$ cat src/rtl/player_motion_ctrl_if.sv
// Button/enable inputs and position/status outputs of the player motion controller.
interface player_motion_ctrl_if #(
  parameter int POS_W = 10
);
  logic             enable;
  logic             left_button;
  logic             right_button;
  logic [POS_W-1:0] player_x;
  logic [POS_W-1:0] player_y;
  logic             step_pulse;
  logic             at_left_edge;
  logic             at_right_edge;

  // Driver side: buttons and enable out, position and status in
  modport master (
    output enable, left_button, right_button,
    input  player_x, player_y, step_pulse, at_left_edge, at_right_edge
  );

  // Controller side
  modport slave (
    input  enable, left_button, right_button,
    output player_x, player_y, step_pulse, at_left_edge, at_right_edge
  );
endinterface

$ cat src/rtl/player_motion_ctrl.sv
// Player motion controller: two active-low buttons -> clamped horizontal
// position. Each button is synchronised and debounced; a press steps once,
// and holding it auto-repeats after an initial delay.
module player_motion_ctrl #(
  parameter int POS_W         = 10,
  parameter int SCREEN_W      = 640,
  parameter int SCREEN_H      = 480,
  parameter int PLAYER_W      = 32,
  parameter int PLAYER_H      = 16,
  parameter int MARGIN_Y      = 4,
  parameter int STEP          = 4,
  parameter int DEBOUNCE_CYC  = 500000,
  parameter int REPEAT_DELAY  = 12500000,
  parameter int REPEAT_PERIOD = 1250000,
  parameter int CNT_W         = 32
) (
  input logic                 CLOCK_50,
  input logic                 reset,
  player_motion_ctrl_if.slave bus
);

  localparam logic [POS_W-1:0] MAX_X    = POS_W'(SCREEN_W - PLAYER_W);
  localparam logic [POS_W-1:0] START_X  = POS_W'((SCREEN_W - PLAYER_W) / 2);
  localparam logic [POS_W-1:0] PLAYER_Y = POS_W'(SCREEN_H - MARGIN_Y - PLAYER_H);
  localparam logic [POS_W-1:0] STEP_X   = POS_W'(STEP);
  localparam logic [CNT_W-1:0] DB_LAST  = CNT_W'(DEBOUNCE_CYC - 1);
  localparam logic [CNT_W-1:0] DLY_LAST = CNT_W'(REPEAT_DELAY - 1);
  localparam logic [CNT_W-1:0] RPT_LAST = CNT_W'(REPEAT_PERIOD - 1);

  typedef enum logic [1:0] {IDLE, DELAY, REPEAT} state_t;

  // index 0 = left, 1 = right; raw levels are active low
  logic [1:0] raw;
  logic [1:0] press;
  assign raw = {bus.right_button, bus.left_button};

  genvar gi;
  generate
    for (gi = 0; gi < 2; gi++) begin : g_btn
      logic             sync1_reg;
      logic             sync2_reg;
      logic             pressed_reg;
      logic             lock_reg;
      logic [CNT_W-1:0] db_cnt_reg;
      logic [CNT_W-1:0] rel_cnt_reg;

      // Synchronise, debounce, and hold off any press that was already
      // down at reset until the button has been seen cleanly released.
      always_ff @(posedge CLOCK_50) begin
        if (reset) begin
          sync1_reg   <= 1'b0;
          sync2_reg   <= 1'b0;
          pressed_reg <= 1'b0;
          lock_reg    <= 1'b1;
          db_cnt_reg  <= '0;
          rel_cnt_reg <= '0;
        end else begin
          sync1_reg <= raw[gi];
          sync2_reg <= sync1_reg;
          if (!sync2_reg != pressed_reg) begin
            if (db_cnt_reg == DB_LAST) begin
              pressed_reg <= !sync2_reg;
              db_cnt_reg  <= '0;
            end else begin
              db_cnt_reg <= db_cnt_reg + 1'b1;
            end
          end else begin
            db_cnt_reg <= '0;
          end
          if (!sync2_reg) begin
            rel_cnt_reg <= '0;
          end else if (rel_cnt_reg == DB_LAST) begin
            lock_reg <= 1'b0;
          end else begin
            rel_cnt_reg <= rel_cnt_reg + 1'b1;
          end
        end
      end

      assign press[gi] = pressed_reg & ~lock_reg;
    end
  endgenerate

  state_t           state_reg;
  logic [CNT_W-1:0] timer_reg;
  logic [POS_W-1:0] x_reg;
  logic             pulse_reg;
  logic             dir_left_reg;

  logic [POS_W-1:0] left_x;
  logic [POS_W-1:0] right_x;
  logic             go_left;
  logic [POS_W-1:0] step_x;
  logic             hold_ok;
  logic [CNT_W-1:0] timer_last;

  assign left_x     = (x_reg >= STEP_X) ? x_reg - STEP_X : '0;
  assign right_x    = (x_reg <= MAX_X - STEP_X) ? x_reg + STEP_X : MAX_X;
  assign go_left    = (state_reg == IDLE) ? press[0] : dir_left_reg;
  assign step_x     = go_left ? left_x : right_x;
  assign hold_ok    = bus.enable && (dir_left_reg ? (press[0] && !press[1])
                                                  : (press[1] && !press[0]));
  assign timer_last = (state_reg == DELAY) ? DLY_LAST : RPT_LAST;

  // Press / delay / repeat sequencing with registered position and strobe
  always_ff @(posedge CLOCK_50) begin
    if (reset) begin
      state_reg    <= IDLE;
      timer_reg    <= '0;
      x_reg        <= START_X;
      pulse_reg    <= 1'b0;
      dir_left_reg <= 1'b0;
    end else begin
      pulse_reg <= 1'b0;
      case (state_reg)
        IDLE: begin
          if (bus.enable && (press[0] ^ press[1])) begin
            dir_left_reg <= press[0];
            timer_reg    <= '0;
            state_reg    <= DELAY;
            x_reg        <= step_x;
            pulse_reg    <= (step_x != x_reg);
          end
        end
        default: begin
          if (!hold_ok) begin
            state_reg <= IDLE;
            timer_reg <= '0;
          end else if (timer_reg == timer_last) begin
            state_reg <= REPEAT;
            timer_reg <= '0;
            x_reg     <= step_x;
            pulse_reg <= (step_x != x_reg);
          end else begin
            timer_reg <= timer_reg + 1'b1;
          end
        end
      endcase
    end
  end

  assign bus.player_x      = x_reg;
  assign bus.player_y      = PLAYER_Y;
  assign bus.step_pulse    = pulse_reg;
  assign bus.at_left_edge  = (x_reg == '0);
  assign bus.at_right_edge = (x_reg == MAX_X);

endmodule

$ cat src/flat_wrapper.sv
// flat-port wrapper written by rule: the top's interface ports become plain ports
module player_motion_ctrl_flat 
#(
  parameter int POS_W         = 10,
  parameter int SCREEN_W      = 640,
  parameter int SCREEN_H      = 480,
  parameter int PLAYER_W      = 32,
  parameter int PLAYER_H      = 16,
  parameter int MARGIN_Y      = 4,
  parameter int STEP          = 4,
  parameter int DEBOUNCE_CYC  = 500000,
  parameter int REPEAT_DELAY  = 12500000,
  parameter int REPEAT_PERIOD = 1250000,
  parameter int CNT_W         = 32
)
  (CLOCK_50, reset, bus_enable, bus_left_button, bus_right_button, bus_player_x, bus_player_y, bus_step_pulse, bus_at_left_edge, bus_at_right_edge);
  player_motion_ctrl_if #(.POS_W(POS_W)) bus_i ();
  input logic CLOCK_50;
  input logic reset;
  input wire logic [$bits(bus_i.enable)-1:0] bus_enable;
  input wire logic [$bits(bus_i.left_button)-1:0] bus_left_button;
  input wire logic [$bits(bus_i.right_button)-1:0] bus_right_button;
  output wire logic [$bits(bus_i.player_x)-1:0] bus_player_x;
  output wire logic [$bits(bus_i.player_y)-1:0] bus_player_y;
  output wire logic [$bits(bus_i.step_pulse)-1:0] bus_step_pulse;
  output wire logic [$bits(bus_i.at_left_edge)-1:0] bus_at_left_edge;
  output wire logic [$bits(bus_i.at_right_edge)-1:0] bus_at_right_edge;
  assign bus_i.enable = bus_enable;
  assign bus_i.left_button = bus_left_button;
  assign bus_i.right_button = bus_right_button;
  assign bus_player_x = bus_i.player_x;
  assign bus_player_y = bus_i.player_y;
  assign bus_step_pulse = bus_i.step_pulse;
  assign bus_at_left_edge = bus_i.at_left_edge;
  assign bus_at_right_edge = bus_i.at_right_edge;
  player_motion_ctrl #(.POS_W(POS_W), .SCREEN_W(SCREEN_W), .SCREEN_H(SCREEN_H), .PLAYER_W(PLAYER_W), .PLAYER_H(PLAYER_H), .MARGIN_Y(MARGIN_Y), .STEP(STEP), .DEBOUNCE_CYC(DEBOUNCE_CYC), .REPEAT_DELAY(REPEAT_DELAY), .REPEAT_PERIOD(REPEAT_PERIOD), .CNT_W(CNT_W)) u_core (.CLOCK_50(CLOCK_50), .reset(reset), .bus(bus_i));
endmodule
$ cat config.mk
export PLATFORM = sky130hd
export DESIGN_NAME = player_motion_ctrl_flat
export DESIGN_NICKNAME = d
export VERILOG_FILES = /design/src/rtl/player_motion_ctrl_if.sv /design/src/rtl/player_motion_ctrl.sv /design/src/flat_wrapper.sv
export SDC_FILE = /design/constraint.sdc
export NUM_CORES = 1
export LEC_CHECK = 0
export BUFFER_PORTS_ARGS = -buffer_cell sky130_fd_sc_hd__buf_2
export CAP_MARGIN = 10
export CORE_ASPECT_RATIO = 1.5
export CORE_UTILIZATION = 50
export DETAILED_ROUTE_END_ITERATION = 8
export PLACE_DENSITY = 0.62
export SLEW_MARGIN = 25
export SYNTH_ARGS = -nofsm -noshare
export SYNTH_HDL_FRONTEND = slang
export SYNTH_SLANG_ARGS = --single-unit
$ cat constraint.sdc
create_clock -name CLOCK_50 -period 7 [get_ports CLOCK_50]
set_input_delay 1.4 -clock CLOCK_50 [delete_from_list [all_inputs] [get_ports CLOCK_50]]
set_output_delay 1.4 -clock CLOCK_50 [all_outputs]
set_load 0.02 [all_outputs]
### Word level (Yosys, flattened, before mapping)

Index checks and enable logic that the tools add are counted.

| cells by class | value |
|---|---|
| $add $sub $neg | 7 |
| magnitude comparators | 2 |
| eq/ne operators | 12 |
| multiplexer cells | 22 |
| bitwise gates (word level) | 9 |
| reductions and logical operators | 23 |

Operator list:

| kind | number |
|---|---|
| 32-bit by 1-bit adder with 32-bit output (second input constant) | 5 |
| 32-bit by 19-bit equality test with 1-bit output (second input constant) | 4 |
| 32-bit 2-to-1 mux | 4 |
| 10-bit 2-to-1 mux | 7 |
| 32-bit equality test | 1 |
| 24-bit 2-to-1 mux | 1 |
| 2-bit AND reduction | 6 |
| 10-bit by 3-bit adder with 10-bit output (second input constant) | 1 |
| 10-bit equality test (second input constant) | 1 |
| 10-bit by 3-bit greater-or-equal comparator with 1-bit output (second input constant) | 1 |
| 10-bit less-or-equal comparator (second input constant) | 1 |
| 10-bit logical NOT | 1 |
| 10-bit != test | 1 |
| 10-bit by 3-bit subtractor with 10-bit output (second input constant) | 1 |
| 2-bit 2-to-1 mux | 4 |
| 1-bit 2-to-1 mux | 6 |
| 1-bit inverter | 6 |
| 3-bit OR reduction | 2 |
| 1-bit logical AND | 4 |
| 1-bit logical NOT | 4 |
| 2-bit nonzero test | 2 |
| 2-bit OR reduction | 2 |
| 3-bit != test (second input constant) | 1 |
| 3-bit AND reduction | 1 |
| 6 further kinds | 8 |

| word-level totals | value |
|---|---|
| register bits after elaboration | 182 |
| bits of input ports | 5 |
| output and inout bits | 23 |
| logic and storage cells | 92 |

### Depth between registers and ports, before layout

| depth | value |
|---|---|
| word-level depth | 8 |
| mapped depth | 10 |
| depth with buffers taken out | 9 |

### Worst setup path after synthesis

No wires, ideal clock.

| timing path | value |
|---|---|
| kind | register to output |
| from | reg u_core.x_reg[9], in the netlist u_core.bus.player_x[9] |
| to | out bus_at_left_edge |
| arrival | 1.476 ns |
| required time | 5.600 ns |
| slack | 4.124 ns |
| stages on the path, launching flop included | 3 |
| path buffers | 0 |
| cells stage by stage | dfxtp_1 > or4_1 > nor3_1 |

| between the ends | value |
|---|---|
| cells in the longest elaborated chain, start to end | 1 |

RTL lines:

| element | line | source |
|---|---|---|
| start: declaration | player_motion_ctrl.sv:86 | `logic [POS_W-1:0] x_reg;` |
| start signal: assignment | player_motion_ctrl.sv:121 | `x_reg <= step_x;` |
| start signal: assignment | player_motion_ctrl.sv:132 | `x_reg <= step_x;` |
| 10-bit logical NOT | player_motion_ctrl.sv:145 | `assign bus.at_left_edge = (x_reg == '0);` |
| end: declaration | flat_wrapper.sv:26 | `output wire logic [$bits(bus_i.at_left_edge)-1:0] bus_at_left_edge;` |

Every way passes these cells.

### Final worst setup path

| timing path | value |
|---|---|
| from | reg u_core.x_reg[6], in the netlist u_core.bus.player_x[6] |
| to | out bus_at_left_edge |

The elaborated chain is that of the path after synthesis.

==> results_tabular.tex <==
\begin{tabular}{lr}
\hline
Metric & Value \\
\hline
\multicolumn{2}{l}{\textbf{Run status}} \\
Result of the run & finished, final reports clean \\
\multicolumn{2}{l}{\textbf{Critical path}} \\
Critical path arrival & 1.85 ns \\
CP startpoint kind & flip-flop \\
CP Max Fanout & 13 \\
Kind of cell adding the most delay to the critical path & simple AND/OR/NAND/NOR gates \\
Worst R2R Start & u\_core.g\_btn[1].rel\_cnt\_reg[0] \\
Required time at the endpoint of the critical path & 5.60 ns \\
Destination of the worst register-to-register timing path & u\_core.g\_btn[1].rel\_cnt\_reg[30] \\
Cell-by-cell trace of the critical path & or4\_1 > nor3\_1 > buf\_2 \\
Crit Path Class & reg2out \\
Critical path launch point & u\_core.bus.player\_x[6] \\
Register-to-register setup slack & 4.31 ns \\
Number of buffer and inverter stages on the critical path & 1 \\
Critical Path Max Stage Delay & 0.65 ns \\
Worst r2r path cells & 6 \\
Category of the worst setup path capture point & output pin \\
Slowest library cell on the worst path & or4\_1 \\
\multicolumn{2}{l}{\textbf{GRT}} \\
Number of global-route vias before repair & 6516 \\
Global route overflow & 0 \\
GR Util All Layers & 0.198 \\
Initial antenna violation count & 0 \\
Global-route wire length before repair & 28.9 mm \\
Pin count of the biggest net entering global routing & 33 \\
\multicolumn{2}{l}{\textbf{Timing}} \\
Final hold violation count & 0 \\
Least-Margin Pin Slew & 0.957 ns \\
Final critical-path required period & 3.25 ns \\
Worst Hold Slack & 0.440 ns \\
Rel. slew slack & 0.357 \\
Setup violation total in the final timing report & 0 \\
Final-layout setup total negative slack & 0 ns \\
Final critical-path share of the clock period & 0.464 \\
Skew final & 0.00683 ns \\
Setup repair after global routing missed its margin & no \\
Max-slew violation count & 0 \\
Timing-limited maximum frequency & 308 MHz \\
\multicolumn{2}{l}{\textbf{Finish}} \\
Total Nets Final & 1056 \\
Final Non-Filler Cells & 1262 \\
Post-synthesis to final-layout area growth & 9.40\% \\
Count of filler cells inserted in the layout & 1559 \\
Number of antenna cells inserted & 0 \\
Fraction of layout instances using a drive strength above 1 & 0.0675 \\
\multicolumn{2}{l}{\textbf{Logic synthesis}} \\
Library cells used by synthesis & 64 \\
Average footprint of a synthesized cell & 8.44 um\^{}2 \\
Most common cell in the synthesized netlist & nor2\_1 \\
Most area-consuming cells after synthesis & dfxtp\_1 42\%, nor2\_1 8.5\%, xor2\_1 8.0\% \\
Number of enable-type register cells in the synthesized netlist & 0 \\
Area of the mapped netlist & 8720 um\^{}2 \\
Top flip-flop cell by instance count after synthesis & dfxtp\_1 \\
Number of warnings issued by yosys & 0 \\
Most instantiated cells after synthesis & 197 x nor2\_1, 182 x dfxtp\_1, 80 x xor2\_1 \\
Part of the Yosys area used for sequential elements & 0.418 \\
Cell accounting for the most synthesized area & dfxtp\_1 \\
FF+latch count, synth & 182 \\
FFs w/ async S/R, synth & 0 \\
Post-synthesis instance total & 1033 \\
Top cell type's share of synthesized area & 0.418 \\
\multicolumn{2}{l}{\textbf{Worst hold path}} \\
Sink of the worst hold path & u\_core.g\_btn[1].sync2\_reg \\
Startpoint of the lowest-slack hold path & u\_core.g\_btn[1].sync1\_reg \\
Path category of the worst min-delay check & reg2reg \\
Depth of the worst hold-timing path & 1 \\
\multicolumn{2}{l}{\textbf{CTS}} \\
Post-CTS Hold Fix Bufs & 0 \\
Maximum clock insertion buffer count & 2 \\
Clock Sink Count & 182 \\
Total setup buffers inserted after CTS & 0 \\
Root buffer cell & clkbuf\_16 \\
Worst skew pair latency & 0.42 ns \\
H-Tree Depth & 4 \\
Number of CTS-inserted buffers & 17 \\
Register clock-pin slew on the reported worst setup and hold paths & 0.07 ns \\
CTS tree & built \\
Number of gates given a new drive strength after cts & 0 \\
\multicolumn{2}{l}{\textbf{Floorplan}} \\
Die area & 18000 um\^{}2 \\
Core box area & 16900 um\^{}2 \\
Overall die width & 110 um \\
Std cell rows & 58 \\
Die Y-Extent & 164 um \\
Effective utilization at floorplan & 0.516 \\
Count of boundary I/O pins & 28 \\
\multicolumn{2}{l}{\textbf{Power and ir drop}} \\
Power density over the cells & 218 nW/um\^{}2 \\
Worst VDD drop & 0.226 mV \\
Post-route total power & 2.08 mW \\
Leakage & 3.20 nW \\
\multicolumn{2}{l}{\textbf{Detailed routing}} \\
Routed wire length per instance & 13.0 um \\
Violation count after the first detailed-route iteration & 261 \\
DRC Markers & 0 \\
Routed wire length & 16.5 mm \\
Final ANT Viol Nets & 0 \\
Via/cell ratio & 5.36 \\
Detailed-router iteration count before antenna repair & 4 \\
Detailed-route via count & 6766 \\
\multicolumn{2}{l}{\textbf{Flow run}} \\
Max cap viols & 0 \\
\multicolumn{2}{l}{\textbf{Place}} \\
Placed instance count & 1230 \\
Hpwl dp & 11.4 mm \\
Final RePlAce weighted congestion & 0.806 \\
Number of I/O port buffers & 17 \\
\hline
\end{tabular}
## cell type report
class	count	area, um^2	share of cell area
inverters	31	116	0.0122
clock inverters	10	143	0.0150
flip-flops and latches	182	3640	0.382
multi-input cells	786	4770	0.500
clock buffers	22	484	0.0508
well taps	210	263	0.0275
repair buffers	21	123	0.0129
## power by group
| part | switching (mW) | leakage (nW) | internal (mW) |
|---|---|---|---|
| Sequential | 0.00372 | 1.47 | 1.04 |
| Clock | 0.400 | 0.312 | 0.603 |
| Combinational | 0.0234 | 1.42 | 0.00795 |
## worst register-to-register path, stage by stage (launching register included)
cell     delay [ns]
dfxtp_1        0.40
ha_1           0.23
nand4_1        0.22
nor4_1         0.85
nand3_1        0.38
or3_1          0.40
a21oi_1        0.15
## logic make-up after synthesis
group | count (synthesis) | share of synthesized area
multiplexers | 5 | 0.00588
other | 2 | 0.000861
AO/OA/AOI/OAI | 76 | 0.0614
flip-flops | 182 | 0.418
AND/OR/NAND/NOR | 538 | 0.312
adder cells (fa/ha/maj) | 12 | 0.0172
buffers and inverters | 73 | 0.0390
XOR/XNOR | 145 | 0.146
## metrics by stage
stage	worst slack, ns	util	area [um^2]
after floorplan	4.12	-	8750
after global placement	3.96	0.526	8900
after detailed placement	3.93	0.527	8910
after CTS	3.73	0.564	9540
after global routing	3.65	0.564	9540
final	3.75	0.564	9540
## layer usage
metal	GRT usage	up-vias	routed length [um]
met5	0	-	0
met4	0.0648	0	214
met3	0.0421	16	252
met2	0.365	36	8570
met1	0.222	3175	7430
li1	-	3539	-
## layout by cell type (no fill, tap or decap), drive strengths merged, types with 16 or more instances in the layout
master  count
a21oi      22
and3       23
and4       16
buf        21
clkbuf     22
dfxtp     182
inv        33
nand2      69
nand3      68
nand4      37
nor2      197
nor3       25
nor4       26
o21ai      19
xnor2      65
xor2       80
## how the worst max path moves through the flow
stage          slack, ns  cells after the start                        endpoint
2_1_floorplan       4.12                      2                bus_at_left_edge
3_3_place_gp        3.96                      3  u_core.g_btn[1].db_cnt_reg[11]
3_5_place_dp        3.93                      7            u_core.timer_reg[14]
4_1_cts             3.73                      3                bus_at_left_edge
5_1_grt             3.65                      3                bus_at_left_edge
6_report            3.75                      3                bus_at_left_edge
Power figures use the tool's default switching activity.
